File: config.mk
export PLATFORM = sky130hd
export DESIGN_NAME = vga_timing_core
export DESIGN_NICKNAME = d
export VERILOG_FILES = /design/src/rtl/vga_timing_core.sv
export SDC_FILE = /design/constraint.sdc
export NUM_CORES = 1
export LEC_CHECK = 0
export ABC_AREA = 0
export BUFFER_PORTS_ARGS = -buffer_cell sky130_fd_sc_hd__buf_2
export CAP_MARGIN = 20
export CORE_MARGIN = 2
export CORE_UTILIZATION = 51
export CTS_BUF_LIST = sky130_fd_sc_hd__clkbuf_4
export DETAILED_ROUTE_END_ITERATION = 12
export GPL_TIMING_DRIVEN = 0
export PLACE_DENSITY = 0.78
export SLEW_MARGIN = 0
export SYNTH_ARGS = -nofsm -noshare
export SYNTH_HDL_FRONTEND = slang
export SYNTH_SLANG_ARGS = --single-unit
File: constraint.sdc
create_clock -name clk -period 2 [get_ports clk]
set_input_delay 0.6 -clock clk [delete_from_list [all_inputs] [get_ports clk]]
set_output_delay 0.6 -clock clk [all_outputs]
set_load 0.02 [all_outputs]
File: src/rtl/vga_timing_core.sv
// VGA raster timing: pixel/line counters, sync, blanking, line/frame strobes and an animation
// frame counter. Every output is registered and describes the same pixel as hpos/vpos.
module vga_timing_core #(
  parameter int unsigned H_DISPLAY = 640,
  parameter int unsigned H_FRONT   = 16,
  parameter int unsigned H_SYNC    = 96,
  parameter int unsigned H_BACK    = 48,
  parameter int unsigned V_DISPLAY = 480,
  parameter int unsigned V_BOTTOM  = 10,
  parameter int unsigned V_SYNC    = 2,
  parameter int unsigned V_TOP     = 33,
  parameter logic        SYNC_ACT  = 1'b0
) (
  input  logic       clk,
  input  logic       reset,
  input  logic       pix_en,
  input  logic [1:0] frame_step,
  output logic [9:0] hpos,
  output logic [9:0] vpos,
  output logic       hsync,
  output logic       vsync,
  output logic       display_on,
  output logic       line_start,
  output logic       frame_start,
  output logic [9:0] frame
);

  localparam int unsigned HTotal = H_DISPLAY + H_FRONT + H_SYNC + H_BACK;
  localparam int unsigned VTotal = V_DISPLAY + V_BOTTOM + V_SYNC + V_TOP;

  localparam logic [9:0] HMax       = 10'(HTotal - 1);
  localparam logic [9:0] VMax       = 10'(VTotal - 1);
  localparam logic [9:0] HDisp      = 10'(H_DISPLAY);
  localparam logic [9:0] VDisp      = 10'(V_DISPLAY);
  localparam logic [9:0] HSyncStart = 10'(H_DISPLAY + H_FRONT);
  localparam logic [9:0] HSyncEnd   = 10'(H_DISPLAY + H_FRONT + H_SYNC - 1);
  localparam logic [9:0] VSyncStart = 10'(V_DISPLAY + V_BOTTOM);
  localparam logic [9:0] VSyncEnd   = 10'(V_DISPLAY + V_BOTTOM + V_SYNC - 1);

  logic [9:0] hpos_q, hpos_d;
  logic [9:0] vpos_q, vpos_d;
  logic [9:0] frame_q, frame_d;
  logic       hsync_q, hsync_d;
  logic       vsync_q, vsync_d;
  logic       display_on_q, display_on_d;
  logic       line_start_q, line_start_d;
  logic       frame_start_q, frame_start_d;
  logic       h_wrap, v_wrap, frame_wrap;

  // Derived outputs are decoded from the next counter values so they land on the same edge.
  always_comb begin
    h_wrap     = (hpos_q == HMax);
    v_wrap     = (vpos_q == VMax);
    frame_wrap = h_wrap && v_wrap;

    hpos_d = h_wrap ? 10'd0 : hpos_q + 10'd1;
    vpos_d = vpos_q;
    if (h_wrap) begin
      vpos_d = v_wrap ? 10'd0 : vpos_q + 10'd1;
    end

    frame_d = frame_wrap ? frame_q + {8'd0, frame_step} : frame_q;

    hsync_d = ((hpos_d >= HSyncStart) && (hpos_d <= HSyncEnd)) ? SYNC_ACT : ~SYNC_ACT;
    vsync_d = ((vpos_d >= VSyncStart) && (vpos_d <= VSyncEnd)) ? SYNC_ACT : ~SYNC_ACT;
    display_on_d  = (hpos_d < HDisp) && (vpos_d < VDisp);
    line_start_d  = h_wrap;
    frame_start_d = frame_wrap;
  end

  always_ff @(posedge clk) begin
    if (reset) begin
      hpos_q        <= 10'd0;
      vpos_q        <= 10'd0;
      frame_q       <= 10'd0;
      hsync_q       <= ~SYNC_ACT;
      vsync_q       <= ~SYNC_ACT;
      display_on_q  <= 1'b1;
      line_start_q  <= 1'b0;
      frame_start_q <= 1'b0;
    end else if (pix_en) begin
      hpos_q        <= hpos_d;
      vpos_q        <= vpos_d;
      frame_q       <= frame_d;
      hsync_q       <= hsync_d;
      vsync_q       <= vsync_d;
      display_on_q  <= display_on_d;
      line_start_q  <= line_start_d;
      frame_start_q <= frame_start_d;
    end
  end

  assign hpos        = hpos_q;
  assign vpos        = vpos_q;
  assign frame       = frame_q;
  assign hsync       = hsync_q;
  assign vsync       = vsync_q;
  assign display_on  = display_on_q;
  assign line_start  = line_start_q;
  assign frame_start = frame_start_q;

endmodule
==> results.md <==
- Switching share of power: 26.4%
- Core ar.: 3690 µm²
- Most frequent CP cell: nand3_1
- Syn Nets: 256
- Sequential fraction of design power: 59.4%
- Critical path buffer and inverter count: 0
- Logic pwr share: 6.4%
- Most frequent cells in the layout: buf_2 (39), nor2_1 (30), dfxtp_1 (30), nand2_1 (20), a21oi_1 (15)
- Vias in the first global route: 1698
- Final setup viols: 0
- Antenna violations before repair: 0
- Clock Tree Root: clkbuf_4
- # clock sinks: 35
- Final Skew: 0.0151 ns
- Clk_lat worst skew: 0.35 ns
- Worst slew pin tran: 0.551 ns
- Power Density: 495 nW/µm²
- Post-synth EDFFs: 0
- Crit path largest cell delay: 0.49 ns
- H-tree Lvls: 2
- Static leakage: 0.953 nW
- 1st-iter DRT viols: 127
- Post-route ant nets: 0
- Layout Nets: 306
- Max Fclk: 0.520 GHz
- Register area share after synthesis: 35.4%
- Total Wirelength: 4.82 mm
- Layout cell share with drive strength beyond 1: 27.8%
- Post-Syn Instances: 244
- CP endpoint kind: flop
- Drt wl/cell: 14.0 µm
- Total gr overflow: 0
- IO Pins: 40
- Area Growth Syn to Fin: 21.7%
- Yosys Warn Count: 0
- Mapped Area: 1980 µm²
- Post-DP HPWL: 3.27 mm
- Starting density of the core: 53.7%
- Pin count of the biggest net entering global routing: 12
- Minimum clock period: 1.92 ns
- Worst vdd ir: 0.457 mV
- CTS tree: built
- Clock Path Buffers: 2
- Total Neg Setup Slack: 0 ns
- Pint: 0.000878 W
- Max Cap Violations: 0
- Pins Over Slew Limit: 0
- FF+latch count, synth: 35
- Port Buf Inserts: 38
- Hold Crit Class: reg -> reg
- Die area: 4400 µm²
- Post-DP Area: 2250 µm²
- Critical path arrival: 2.17 ns
- Setup CP Type: reg -> reg
- Fin. Hold Viols: 0
- GRT Overall Usage: 23.4%
- Status: finished, final reports clean
- Post-synthesis cell type count: 50
- # DRC: 0
- Number of core rows: 22
- ANT cells: 0
- Crit path max fanout: 7
- Total number of vias: 1933
- Commonest non-fill, non-tap cell in the layout: buf_2
- Worst-path clk slew: 0.11 ns
- Crit share post-route: 96.2%
- Ordered cell list for the critical path: nand3_1 -> nor3_2 -> nand3_1 -> o311a_1 -> a311o_1
- GP Congestion: 0.858
- Net switching power figure: 0.000314 W
- Total CTS buffers: 5
- Top_reg_cell synth: dfxtp_1
- Worst rel slew slack: 63.3%
- Clock share of power: 34.2%
- Crit start category: flop
- Avg Cell Area, Syn: 8.11 µm²
- CP required: 2.25 ns
- Delay-heaviest family, CP: simple AND/OR/NAND/NOR gates
- DR vias/cell: 5.64
- Global-route wire length before repair: 7.90 mm
- TritonRoute pass-1 iters: 4
- Hold_buf cts: 0
- Slowest stage cell, crit path: dfxtp_1
- Height of the die: 66.3 µm
- Fin area: 2410 µm²
- Die span in x: 66.3 µm
- Post-synth ARST share: 0%
-- metrics by stage --
| step | instances | utilization (%) | total power, W | hold slack [ns] | setup WS [ns] |
|---|---|---|---|---|---|
| global route | 343 | 65.3 | 0.00124 | 0.509 | -0.0239 |
| floorplan | 244 | - | 0.000771 | 0.537 | 0.0376 |
| CTS | 340 | 63.4 | 0.00120 | 0.482 | -0.00270 |
| finish | 343 | 65.3 | 0.00119 | 0.475 | 0.0770 |
| global placement | 330 | 61.0 | 0.000794 | 0.454 | -0.110 |
| detailed placement | 330 | 61.0 | 0.000795 | 0.463 | -0.0967 |
-- worst min-delay path: stages (launching register included) --
cell and delay [ns]:
dfxtp_1 0.32, nand2b_1 0.06, a21oi_1 0.06
-- power groups by stage --
stage                     Sequential [W]  Combinational [W]  Clock [W]
final                           0.000708          0.0000763   0.000408
after detailed placement        0.000730          0.0000656          0
after global routing            0.000709          0.0000847   0.000450
after floorplan                 0.000736          0.0000355          0
after CTS                       0.000710          0.0000743   0.000416
after global placement          0.000730          0.0000647          0
-- cell usage after synthesis (all sizes together), types with 2 or more instances --
master / instances / area, µm²
mux2i: 5 / 50.1
a31oi: 6 / 37.5
nand3: 12 / 72.6
clkbuf: 8 / 30.0
buf: 6 / 43.8
xnor2: 4 / 35.0
and4: 2 / 20.0
and3: 6 / 38.8
nor4: 2 / 12.5
nand2: 20 / 75.1
xor2: 9 / 78.8
and3b: 3 / 26.3
nand2b: 3 / 18.8
a22oi: 2 / 15.0
ha: 6 / 75.1
nand4: 3 / 18.8
a211oi: 4 / 30.0
nand4b: 5 / 43.8
dfxtp: 35 / 701
nor3: 9 / 45.0
nor2: 32 / 128
o21ai: 12 / 60.1
or3: 5 / 31.3
and2: 2 / 15.0
a21oi: 16 / 80.1
nor2b: 4 / 25.0
inv: 8 / 30.0
nor4b: 2 / 23.8
-- what timing repair did --
action / CTS / global route
setup buffers: 3 / 6
setup endpoints to repair: 5 / 8
pin swaps: 1 / 6
gates cloned: 0 / 0
gates resized for setup: 5 / 17
-- path summary, 6_finish.rpt --
path / depth (start not counted) / slack [ns] / end / startpoint
max: 5 / 0.08 / display_on$_SDFFE_PP1P_ / vpos[4]$_SDFFE_PP0P_
min: 2 / 0.48 / line_start$_SDFFE_PP0P_ / line_start$_SDFFE_PP0P_
max reg2reg: 5 / 0.08 / display_on$_SDFFE_PP1P_ / vpos[4]$_SDFFE_PP0P_
min reg2reg: 2 / 0.48 / line_start$_SDFFE_PP0P_ / line_start$_SDFFE_PP0P_
-- layer usage --
layer	GRT usage [%]	vias to the layer above	wire (µm)
li1	-	966	-
met1	30.8	902	2210
met2	36.4	59	2220
met3	6.98	6	318
met4	8.16	0	63
met5	0	-	0
-- logic make-up after synthesis --
logic type	Yosys count	synth area share (%)
compound gates	48	14.8
xor+xnor	13	5.75
fa+ha+maj	7	4.80
buf+inv	22	5.25
flops	35	35.4
mux	5	2.53
simple gates	114	31.5
-- cell type report --
cell class | instances | area, µm²
Buffer | 10 | 53.8
Clock buffer | 6 | 45.0
Clock inverter | 2 | 12.5
Fill cell | 349 | 1280
Inverter | 8 | 30.0
Multi-Input combinational cell | 187 | 1230
Sequential cell | 35 | 717
Tap cell | 48 | 60.1
Timing Repair Buffer | 47 | 258
-- sequential cells by signal, indices dropped and copies added (netlist names) --
register and cells:
display_on 1, frame 10, frame_start 1, hpos 10, hsync 1, line_start 1, vpos 10, vsync 1
Power figures use the tool's default switching activity.
